**src/rtl/keypad_scan.sv**
```systemverilog
// 4x4 active-low keypad scanner: row strobing, whole-frame debounce, single-key events with valid/ack.
// Optional auto-repeat of a held single key is enabled by defining KEYPAD_AUTOREPEAT_EN.
module keypad_scan #(
  parameter int unsigned SCAN_PERIOD = 1000,
  parameter int unsigned DEBOUNCE    = 20
`ifdef KEYPAD_AUTOREPEAT_EN
  ,
  parameter int unsigned REPEAT_DELAY  = 125,
  parameter int unsigned REPEAT_FRAMES = 25
`endif
) (
  input  logic       clkus,
  input  logic       rst,
  input  logic [3:0] col,
  output logic [3:0] row,
  output logic [3:0] key_code,
  output logic       key_valid,
  input  logic       key_ack,
  output logic       key_held,
  output logic       key_multi,
  output logic       key_overrun
);

  localparam int unsigned SLOT_W = (SCAN_PERIOD > 1) ? $clog2(SCAN_PERIOD) : 1;
  localparam int unsigned CNT_W  = $clog2(DEBOUNCE + 1);

  function automatic logic [4:0] popcnt(input logic [15:0] v);
    logic [4:0] s;
    s = 5'd0;
    for (int i = 0; i < 16; i++) s = s + 5'(v[i]);
    return s;
  endfunction

  // Lowest set bit; only used on vectors holding exactly one key.
  function automatic logic [3:0] first_idx(input logic [15:0] v);
    logic [3:0] idx;
    idx = 4'd0;
    for (int i = 15; i >= 0; i--) if (v[i]) idx = 4'(i);
    return idx;
  endfunction

  logic [SLOT_W-1:0] slot_cnt;
  logic [1:0]        row_idx;
  logic [15:0]       snapshot, prev_snap, debounced;
  logic [CNT_W-1:0]  stable_cnt;

  logic        slot_last, frame_end, same, commit, press_evt, evt;
  logic [15:0] snap_next;
  logic [4:0]  new_pop, old_pop;
  logic [3:0]  evt_code;

`ifdef KEYPAD_AUTOREPEAT_EN
  localparam int unsigned REP_MAX = (REPEAT_DELAY > REPEAT_FRAMES) ? REPEAT_DELAY : REPEAT_FRAMES;
  localparam int unsigned REP_W   = $clog2(REP_MAX + 1);
  logic [REP_W-1:0] rep_cnt;
  logic             rep_armed, repeat_evt;
`endif

  always_comb begin
    slot_last = (slot_cnt == SLOT_W'(SCAN_PERIOD - 1));
    frame_end = slot_last && (row_idx == 2'd3);
    snap_next = snapshot;
    if (slot_last) snap_next[{row_idx, 2'b00} +: 4] = ~col;
    same      = (snap_next == prev_snap);
    commit    = frame_end && same && (stable_cnt == CNT_W'(DEBOUNCE - 1));
    new_pop   = popcnt(snap_next);
    old_pop   = popcnt(debounced);
    press_evt = commit && (old_pop == 5'd0) && (new_pop == 5'd1);
`ifdef KEYPAD_AUTOREPEAT_EN
    // First repeat after REPEAT_DELAY frames, then every REPEAT_FRAMES.
    repeat_evt = frame_end && !commit && (old_pop == 5'd1) &&
                 (rep_armed ? (rep_cnt == REP_W'(REPEAT_FRAMES - 1))
                            : (rep_cnt == REP_W'(REPEAT_DELAY - 1)));
    evt        = press_evt || repeat_evt;
    evt_code   = press_evt ? first_idx(snap_next) : first_idx(debounced);
`else
    evt        = press_evt;
    evt_code   = first_idx(snap_next);
`endif
  end

  // Scan, debounce and commit.
  always_ff @(posedge clkus or posedge rst) begin
    if (rst) begin
      slot_cnt   <= '0;
      row_idx    <= 2'd0;
      row        <= 4'b1110;
      snapshot   <= '0;
      prev_snap  <= '0;
      debounced  <= '0;
      stable_cnt <= '0;
      key_held   <= 1'b0;
      key_multi  <= 1'b0;
    end else begin
      snapshot <= snap_next;
      if (slot_last) begin
        slot_cnt <= '0;
        row_idx  <= 2'(row_idx + 2'd1);
        row      <= {row[2:0], row[3]};
      end else begin
        slot_cnt <= SLOT_W'(slot_cnt + 1'b1);
      end
      if (frame_end) begin
        prev_snap <= snap_next;
        if (!same) stable_cnt <= '0;
        else if (stable_cnt != CNT_W'(DEBOUNCE)) stable_cnt <= CNT_W'(stable_cnt + 1'b1);
      end
      if (commit) begin
        debounced <= snap_next;
        key_held  <= (new_pop != 5'd0);
        key_multi <= (new_pop >= 5'd2);
      end
    end
  end

  // Core handshake: a new event always wins over a simultaneous ack.
  always_ff @(posedge clkus or posedge rst) begin
    if (rst) begin
      key_code    <= 4'd0;
      key_valid   <= 1'b0;
      key_overrun <= 1'b0;
    end else if (evt) begin
      key_valid <= 1'b1;
      key_code  <= evt_code;
      if (key_valid && !key_ack) key_overrun <= 1'b1;
      else if (key_ack)          key_overrun <= 1'b0;
    end else if (key_ack) begin
      key_valid   <= 1'b0;
      key_overrun <= 1'b0;
    end
  end

`ifdef KEYPAD_AUTOREPEAT_EN
  always_ff @(posedge clkus or posedge rst) begin
    if (rst) begin
      rep_cnt   <= '0;
      rep_armed <= 1'b0;
    end else if (commit) begin
      rep_cnt   <= '0;
      rep_armed <= 1'b0;
    end else if (repeat_evt) begin
      rep_cnt   <= '0;
      rep_armed <= 1'b1;
    end else if (frame_end && (old_pop == 5'd1)) begin
      rep_cnt <= REP_W'(rep_cnt + 1'b1);
    end
  end
`endif

endmodule
```
**config.mk**
```make
export PLATFORM = sky130hd
export DESIGN_NAME = keypad_scan
export DESIGN_NICKNAME = d
export VERILOG_FILES = /design/src/rtl/keypad_scan.sv
export SDC_FILE = /design/constraint.sdc
export NUM_CORES = 1
export LEC_CHECK = 0
export ABC_AREA = 1
export CORE_UTILIZATION = 45
export CTS_BUF_LIST = sky130_fd_sc_hd__clkbuf_4 sky130_fd_sc_hd__clkbuf_8
export CTS_CLUSTER_SIZE = 8
export DETAILED_ROUTE_END_ITERATION = 16
export PLACE_DENSITY_LB_ADDON = 0.3
export SETUP_SLACK_MARGIN = 0.2
export SLEW_MARGIN = 25
export SYNTH_ARGS = -nofsm -noshare
export SYNTH_HDL_FRONTEND = slang
export SYNTH_SLANG_ARGS = --single-unit
```
**constraint.sdc**
```tcl
create_clock -name clkus -period 11.5 [get_ports clkus]
set_input_delay 2.3 -clock clkus [delete_from_list [all_inputs] [get_ports clkus]]
set_output_delay 2.3 -clock clkus [all_outputs]
set_load 0.005 [all_outputs]
```
==> impl_metrics.env, run 1 <==
export IMPL_skew_ns=0.0115
export IMPL_routed_wl_um=9610
export IMPL_place_ws_ns=4.07
export IMPL_path_clk_slew_ns=0.09
export IMPL_tritoncts="done"
export IMPL_yosysUniqueCellTypes=44
export IMPL_holdBufCountCts=0
export IMPL_rows=36
export IMPL_synth_async_reset_ratio_pct=100
export IMPL_grt_pass1_vias=3574
export IMPL_r2r_setup_slack_ns=5.43
export IMPL_drive_gt1_share_pct=9.88
export IMPL_ant_nets=0
export IMPL_ff2ff_path_depth=19
export IMPL_area_growth_pct=11.3
export IMPL_grt_usage_pct=19.8
export IMPL_vias=3525
export IMPL_setup_ws_ns=4.35
export IMPL_grt_ovfl_total=0
export IMPL_final_cell_area_mm2=0.00520
export IMPL_io_buffers=18
export IMPL_final_nets=617
export IMPL_die_w_um=104
export IMPL_drc=0
export IMPL_p_per_area_mw_per_mm2=98.2
export IMPL_hold_path_class="reg2reg"
export IMPL_post_drt_via_cell_ratio=4.96
export IMPL_irDropWorstVdd_mv=0.0471
export IMPL_fmax_mhz=140
export IMPL_grt_pass1_wl_um=16900
export IMPL_wl_per_cell_um=13.5
export IMPL_cts_root_buf="clkbuf_8"
export IMPL_placed_area_mm2=0.00498
export IMPL_avgSynthCellArea_um2=8.52
export IMPL_synth_top_cell_area_share_pct=39.6
export IMPL_setup_tns_ns=0
export IMPL_synth_ff_type="dfrtp_1"
export IMPL_regToRegStartpoint="row_idx[0]"
export IMPL_slowest_delay_ns=0.62
export IMPL_synth_cell_area_mm2=0.00468
export IMPL_drv_slew=0
export IMPL_hold_path_end="slot_cnt[0]"
export IMPL_insertion_delay_ns=0.37
export IMPL_cts_buffers=9
export IMPL_antenna_found_initial=0
export IMPL_min_period_over_period_pct=62.2
export IMPL_critical_path_slowest_cell="a2111oi_0"
export IMPL_crit_type="in2reg"
export IMPL_synth_seq_cells=77
export IMPL_drv_cap=0
export IMPL_max_slew_margin_pct=45.0
export IMPL_antennaDiodeCount=0
export IMPL_synth_fp_nets=594
export IMPL_seq_area_frac_synth_pct=41.3
export IMPL_first_pass_iters=4
export IMPL_rsz0062_at_grt="no"
export IMPL_cp_start_kind="input port"
export IMPL_cp_max_fo=10
export IMPL_tightest_slew_ns=0.818
export IMPL_cts_htree_levels=3
export IMPL_start_util_pct=47.2
export IMPL_holdPathStages=1
export IMPL_outcome="completed"
export IMPL_yosys_warnings=0
export IMPL_grt_max_degree=78
export IMPL_clkSinkCount=77
export IMPL_dieArea_mm2=0.0108
export IMPL_synth_area_top_cells="dfrtp_1 (40%), nand2_1 (9.7%), fa_1 (8.6%), inv_1 (8.0%), ha_1 (4.8%)"
export IMPL_period_minus_slack_ns=7.15
export IMPL_cts_setup_buffers=0
export IMPL_p_leak_uw=0.00258
export IMPL_globalplace_congestion=0.902
export IMPL_cp_common_cell="fa_1"
export IMPL_cp_arrival_ns=7.45
export IMPL_worstHoldStart="slot_cnt[0]"
export IMPL_reg2reg_to="key_code[0]"
export IMPL_initialDrtViolationCount=299
export IMPL_cts_path_max_buffers=2
export IMPL_ios=19
export IMPL_post_cts_resized=0
export IMPL_worst_endpoint_required_ns=11.81
export IMPL_dp_hpwl_um=7030
export IMPL_endpoint_kind="flip-flop"
export IMPL_hold_viol_final=0
export IMPL_synth_largest_area_cell="dfrtp_1"
export IMPL_setup_viol=0
export IMPL_die_h_um=104
export IMPL_path_cells="clkdlybuf4s50_1, nor2_1, nand4_1, o21bai_1, a21oi_2, inv_1, fa_1, inv_1, fa_1, fa_1, fa_1, inv_1, ha_1, or3b_2, a2111oi_0, nand4_4, nor2_1, nand2_1, nand2_1"
export IMPL_synth_edf_count=0
export IMPL_core_mm2=0.00991
export IMPL_syn_inst=549
==> area by class of cell <==
class	count	area, um^2
Clock inverter	7	100
Fill cell	950	4700
Timing Repair Buffer	19	191
Tap cell	133	166
Clock buffer	9	124
Inverter	107	407
Multi-Input combinational cell	358	2290
Sequential cell	77	1930
==> logic make-up after synthesis <==
group           count (synthesis)  share of synthesized area [%]
flops                          77                           41.3
xor+xnor                       18                           3.37
buf+inv                       114                           9.82
simple gates                  231                           22.8
compound gates                 71                           9.37
fa+ha+maj                      38                           13.4
==> flip-flops by register name, indices dropped and copies added (netlist names) <==
signal / flops
debounced: 16
row_idx: 2
snapshot: 16
stable_cnt: 5
slot_cnt: 10
prev_snap: 16
key_multi: 1
row: 4
key_valid: 1
key_overrun: 1
key_code: 4
key_held: 1
==> cells in the final DEF (no fill, tap or decap), types with 3 or more instances in the layout <==
cell type | synthesis | layout
inv_2 | 5 | 6
ha_1 | 18 | 18
a21oi_2 | 3 | 3
dfstp_2 | 3 | 3
o21ai_4 | 4 | 4
o21ai_1 | 9 | 9
nand2_1 | 121 | 121
inv_1 | 100 | 99
nand4_1 | 7 | 7
fa_1 | 20 | 20
dfrtp_1 | 74 | 74
o21ai_0 | 26 | 26
nor3_1 | 8 | 8
a21oi_1 | 20 | 20
clkdlybuf4s50_1 | 0 | 18
xnor2_1 | 5 | 5
nand3_1 | 18 | 18
clkinv_4 | 1 | 5
nor2_2 | 4 | 4
clkbuf_8 | 0 | 9
nand2_2 | 7 | 7
nor2_1 | 52 | 52
xor2_1 | 13 | 13
==> how the worst max path moves through the flow <==
stage | from | endpoint | slack [ns]
finish | col[1] | key_code[0] | 4.35
global route | col[1] | key_code[0] | 4.08
CTS | col[1] | key_code[0] | 4.37
detailed placement | col[1] | key_code[0] | 4.07
global placement | col[1] | key_code[0] | 4.14
floorplan | col[1] | key_code[0] | 4.92
==> stage by stage <==
stage | instances | utilization (%) | hold WS, ns | power (uW)
floorplan | 549 | - | 0.430 | 281
global placement | 694 | 50.2 | 0.448 | 285
detailed placement | 694 | 50.2 | 0.457 | 285
CTS | 710 | 52.5 | 0.470 | 516
global route | 710 | 52.5 | 0.486 | 527
finish | 710 | 52.5 | 0.460 | 511
==> metal layers <==
metal  wire (um)  track usage [%]
met5           0                0
met4         199             7.76
met3         348             3.13
met2        4590             32.2
met1        4470             26.6
==> report_power, final <==
part | switching [uW] | total (uW) | internal [uW]
logic | 6.15 | 8.72 | 2.56
registers | 0 | 271 | 271
clock network | 109 | 232 | 123
==> critical path, delay by kind of cell <==
family	cells	cell delay, ns
buf+inv	4	0.74
compound gates	3	1.01
fa+ha+maj	5	2.25
simple gates	7	1.15
==> cells in the mapped netlist, types with 8 or more instances <==
library cell and count:
o21ai_0 26, fa_1 20, xor2_1 13, a21oi_1 20
ha_1 18, dfrtp_1 74, nand2_1 121, nor2_1 52
o21ai_1 9, nor3_1 8, nand3_1 18, inv_1 100
No activity file was read; power rests on OpenSTA's default activity.
==> inputs of run 2 (changes only) <==
==> constraint.sdc (replaced) <==
create_clock -name clkus -period 6.8 [get_ports clkus]
set_input_delay 1.36 -clock clkus [delete_from_list [all_inputs] [get_ports clkus]]
set_output_delay 1.36 -clock clkus [all_outputs]
set_load 0.005 [all_outputs]
==> impl_metrics.env, run 2 (synthesis gave the netlist of run 1 again) <==
export IMPL_clkSinkCount=77
export IMPL_ant_nets=0
export IMPL_layout_commonest_cell="nand2_1"
export IMPL_area_growth_pct=11.8
export IMPL_top_regs="debounced (16), prev_snap (16), snapshot (16)"
export IMPL_ios=19
export IMPL_cts_root_buf="clkbuf_8"
export IMPL_antenna_found_initial=0
export IMPL_cts_path_max_buffers=2
export IMPL_final_cell_area_mm2=0.00523
export IMPL_cts_buffers=9
export IMPL_dp_hpwl_um=7190
export IMPL_period_minus_slack_ns=6.04
export IMPL_post_drt_via_cell_ratio=4.99
export IMPL_holdBufCountCts=0
export IMPL_max_slew_margin_pct=41.9
export IMPL_drive_gt1_share_pct=10.0
export IMPL_cts_htree_levels=3
export IMPL_outcome="completed"
export IMPL_vias=3548
export IMPL_cp_start_kind="input port"
export IMPL_endpoint_kind="flip-flop"
export IMPL_cts_setup_buffers=0
export IMPL_insertion_delay_ns=0.36
export IMPL_rsz0062_at_grt="no"
export IMPL_min_period_over_period_pct=88.8
export IMPL_placed_area_mm2=0.00498
export IMPL_rows=36
export IMPL_final_nets=618
export IMPL_initialDrtViolationCount=235
export IMPL_fillers=910
export IMPL_path_clk_slew_ns=0.09
export IMPL_tightest_slew_ns=0.863
export IMPL_p_per_area_mw_per_mm2=171
export IMPL_wl_per_cell_um=13.7
export IMPL_hold_path_class="reg2reg"
export IMPL_tritoncts="done"
export IMPL_antennaDiodeCount=0
export IMPL_p_leak_uw=0.00259
export IMPL_skew_ns=0.0112
export IMPL_setup_tns_ns=0
export IMPL_post_cts_resized=0
export IMPL_layout_common_cells="nand2_1 (121), inv_1 (99), dfrtp_1 (74)"
export IMPL_cp_arrival_ns=6.34
export IMPL_cp_max_fo=10
export IMPL_drc=0
export IMPL_start_util_pct=47.2
export IMPL_dieArea_mm2=0.0108
export IMPL_first_pass_iters=4
export IMPL_drv_slew=0
export IMPL_die_w_um=104
export IMPL_drv_cap=0
export IMPL_hold_viol_final=0
export IMPL_die_h_um=104
export IMPL_grt_pass1_vias=3505
export IMPL_grt_usage_pct=19.7
export IMPL_irDropWorstVdd_mv=0.118
export IMPL_io_buffers=18
export IMPL_grt_pass1_wl_um=16800
export IMPL_setup_viol=0
export IMPL_fmax_mhz=166
export IMPL_grt_max_degree=67
export IMPL_grt_ovfl_total=0
export IMPL_globalplace_congestion=0.905
export IMPL_core_mm2=0.00991
export IMPL_routed_wl_um=9760
export IMPL_crit_type="in2reg"
export IMPL_worst_endpoint_required_ns=7.10
## run 2: cell type report
cell class                 count  area, um^2  share of cell area (%)
multi-input combinational    358        2290                    43.7
sequential                    77        1930                    36.9
inverter                     107         407                    7.78
timing repair buffer          20         195                    3.73
tap                          133         166                    3.18
clock buffer                  10         131                    2.51
clock inverter                 6         111                    2.13
## run 2: worst max-delay path, cell delays in order
cell,delay (ns)
clkdlybuf4s50_1,0.49
nor2_1,0.08
nand4_1,0.08
o21bai_1,0.08
a21oi_2,0.29
inv_1,0.17
fa_1,0.52
inv_1,0.05
fa_1,0.50
fa_1,0.43
fa_1,0.49
inv_1,0.04
ha_1,0.20
fa_1,0.44
nor3_1,0.14
o21ai_0,0.10
a21oi_1,0.12
inv_1,0.08
a21oi_1,0.23
nand4_4,0.20
nor2_1,0.15
nand2_1,0.06
nand2_1,0.05
## run 2: metal layers
layer  GRT usage, %  wire [um]  vias up
met5              0          0        -
met4           7.45        204        0
met3           5.01        449       17
met2           32.0       4650       65
met1           25.3       4450     1717
li1               -          -     1749
## run 2: path summary, 6_finish.rpt
path                       cells past startpoint      endpoint  slack, ns        start
max                                           23   key_code[0]       0.76       col[1]
min                                            1   slot_cnt[0]       0.46  slot_cnt[0]
max reg2reg                                   23   key_code[0]       0.99   row_idx[0]
min reg2reg                                    1   slot_cnt[0]       0.46  slot_cnt[0]
max in group asynchronous                      3  debounced[9]       4.43          rst
min in group asynchronous                      2   slot_cnt[2]       1.24          rst
## run 2: where the power goes
part / internal [uW] / leakage, uW / switching (uW) / total (uW)
registers: 458 / 0.000805 / 0 / 458
clock network: 248 / 0.000120 / 176 / 424
logic: 4.13 / 0.00167 / 10.6 / 14.8
## run 2: through the flow
stage	power [uW]	hold WS (ns)	instances	utilization (%)	worst slack (ns)
floorplan	475	0.430	549	-	1.16
global placement	482	0.449	695	50.3	0.557
detailed placement	482	0.452	695	50.3	0.454
CTS	902	0.464	711	52.8	0.799
global route	925	0.497	711	52.8	0.524
finish	896	0.458	711	52.8	0.759
==> inputs of run 3 (changes only) <==
--- a/config.mk
+++ b/config.mk
@@ -10,7 +10,7 @@
 export CTS_BUF_LIST = sky130_fd_sc_hd__clkbuf_4 sky130_fd_sc_hd__clkbuf_8
 export CTS_CLUSTER_SIZE = 8
 export DETAILED_ROUTE_END_ITERATION = 16
-export PLACE_DENSITY_LB_ADDON = 0.3
+export PLACE_DENSITY = 0.65
 export SETUP_SLACK_MARGIN = 0.2
 export SLEW_MARGIN = 25
 export SYNTH_ARGS = -nofsm -noshare
==> impl_metrics.env, run 3 (synthesis gave the netlist of run 1 again) <==
export IMPL_outcome="completed"
export IMPL_endpoint_kind="flip-flop"
export IMPL_vias=3518
export IMPL_final_nets=618
export IMPL_grt_max_degree=78
export IMPL_period_minus_slack_ns=6.02
export IMPL_cp_max_fo=10
export IMPL_insertion_delay_ns=0.35
export IMPL_clkSinkCount=77
export IMPL_rsz0062_at_grt="no"
export IMPL_skew_ns=0.0112
export IMPL_die_h_um=104
export IMPL_area_growth_pct=10.4
export IMPL_ios=19
export IMPL_tritoncts="done"
export IMPL_p_seq_share_pct=58.7
export IMPL_routed_wl_um=9660
export IMPL_crit_end="key_code[2]"
export IMPL_setup_viol=0
export IMPL_drv_slew=0
export IMPL_start_util_pct=47.2
export IMPL_antenna_found_initial=0
export IMPL_globalplace_congestion=0.900
export IMPL_holdBufCountCts=0
export IMPL_path_clk_slew_ns=0.09
export IMPL_combPwrFrac_pct=1.9
export IMPL_p_leak_uw=0.00255
export IMPL_cts_root_buf="clkbuf_8"
export IMPL_critPathLaunch="col[1]"
export IMPL_max_slew_margin_pct=43.3
export IMPL_hold_path_class="reg2reg"
export IMPL_die_w_um=104
export IMPL_post_route_util_pct=52.1
export IMPL_core_mm2=0.00991
export IMPL_cts_path_max_buffers=2
export IMPL_reg2reg_to="key_code[2]"
export IMPL_placed_area_mm2=0.00498
export IMPL_io_buffers=18
export IMPL_p_per_area_mw_per_mm2=151
export IMPL_worst_endpoint_required_ns=7.02
export IMPL_hold_viol_final=0
export IMPL_ant_nets=0
export IMPL_dieArea_mm2=0.0108
export IMPL_grt_pass1_vias=3600
export IMPL_r2r_setup_slack_ns=0.98
export IMPL_regToRegStartpoint="row_idx[0]"
export IMPL_ff2ff_path_depth=22
export IMPL_fin_hold_ws_ns=0.468
export IMPL_post_cts_resized=0
export IMPL_cts_buffers=9
export IMPL_tightest_slew_ns=0.842
export IMPL_layout_common_cells="nand2_1 (121), inv_1 (99), dfrtp_1 (74)"
export IMPL_drc=0
export IMPL_rows=36
export IMPL_dp_hpwl_um=7250
export IMPL_grt_pass1_wl_um=17200
export IMPL_clkPwrFrac_pct=39.4
export IMPL_drv_cap=0
export IMPL_setup_tns_ns=0
export IMPL_final_cell_area_mm2=0.00516
export IMPL_antennaDiodeCount=0
export IMPL_wl_per_cell_um=13.6
export IMPL_cp_arrival_ns=6.25
export IMPL_first_pass_iters=5
export IMPL_power_internal_uw=597
export IMPL_cts_setup_buffers=0
export IMPL_irDropWorstVdd_mv=0.110
export IMPL_fmax_mhz=166
export IMPL_post_drt_via_cell_ratio=4.95
export IMPL_p_sw_share_pct=23.4
export IMPL_top_regs="debounced (16), prev_snap (16), snapshot (16)"
export IMPL_crit_type="in2reg"
export IMPL_drive_gt1_share_pct=10.0
export IMPL_cts_htree_levels=3
export IMPL_grt_ovfl_total=0
export IMPL_cp_start_kind="input port"
export IMPL_switchingPower_uw=183
export IMPL_layout_commonest_cell="nand2_1"
export IMPL_min_period_over_period_pct=88.6
export IMPL_grt_usage_pct=20.0
export IMPL_initialDrtViolationCount=201
-- run 3: changes by cell type in the layout (fill, tap and decap cells not counted) --
cell / before / now
buf_4: 2 / 1
buf_6: 0 / 1
bufinv_16: 3 / 0
clkinv_2: 1 / 2
clkinv_4: 2 / 1
clkinvlp_4: 1 / 4
-- run 3: how the worst min path moves through the flow --
| stage | startpoint | to | cells after the start |
|---|---|---|---|
| global route | slot_cnt[0] | slot_cnt[0] | 1 |
| detailed placement | slot_cnt[0] | slot_cnt[0] | 1 |
| global placement | slot_cnt[0] | slot_cnt[0] | 1 |
| finish | slot_cnt[0] | slot_cnt[0] | 1 |
| CTS | slot_cnt[0] | slot_cnt[0] | 1 |
| floorplan | slot_cnt[0] | slot_cnt[0] | 1 |
-- run 3: area by class of cell --
| cell class | count | area, um^2 |
|---|---|---|
| well taps | 133 | 166 |
| repair buffers | 20 | 199 |
| clock inverters | 6 | 40.0 |
| multi-input cells | 358 | 2290 |
| clock buffers | 10 | 131 |
| flip-flops and latches | 77 | 1930 |
| inverters | 107 | 407 |
| fillers | 959 | 4750 |
-- run 3: critical path, stage by stage --
cell	delay, ns
clkdlybuf4s50_1	0.49
nor2_1	0.07
nand4_1	0.08
o21bai_1	0.08
a21oi_2	0.30
inv_1	0.16
fa_1	0.52
inv_1	0.05
fa_1	0.50
fa_1	0.43
fa_1	0.49
inv_1	0.04
ha_1	0.20
fa_1	0.42
nor3_1	0.14
o21ai_0	0.10
a21oi_1	0.12
inv_1	0.07
a21oi_1	0.21
nand4_4	0.20
nand2_1	0.12
o21ai_1	0.07
-- run 3: power groups by stage --
stage / clock (uW) / sequential [uW] / combinational [uW]
2_1_floorplan: 0 / 467 / 8.06
3_3_place_gp: 0 / 467 / 15.4
3_5_place_dp: 0 / 467 / 15.6
4_1_cts: 319 / 458 / 15.6
5_1_grt: 334 / 458 / 17.4
6_report: 307 / 458 / 14.9
-- run 3: per-layer routing --
metal	global-route usage (%)	part of all wire, %	vias up	routed length [um]
li1	-	-	1746	-
met1	26.9	47	1680	4500
met2	32.0	47	74	4520
met3	4.32	4.1	18	399
met4	6.63	2.5	0	240
met5	0	0	-	0
-- run 3: through the flow --
step	worst slack, ns	cells	power, uW
2_1_floorplan	1.16	549	475
3_3_place_gp	0.550	695	482
3_5_place_dp	0.401	695	482
4_1_cts	0.792	711	792
5_1_grt	0.381	711	809
6_report	0.776	711	780
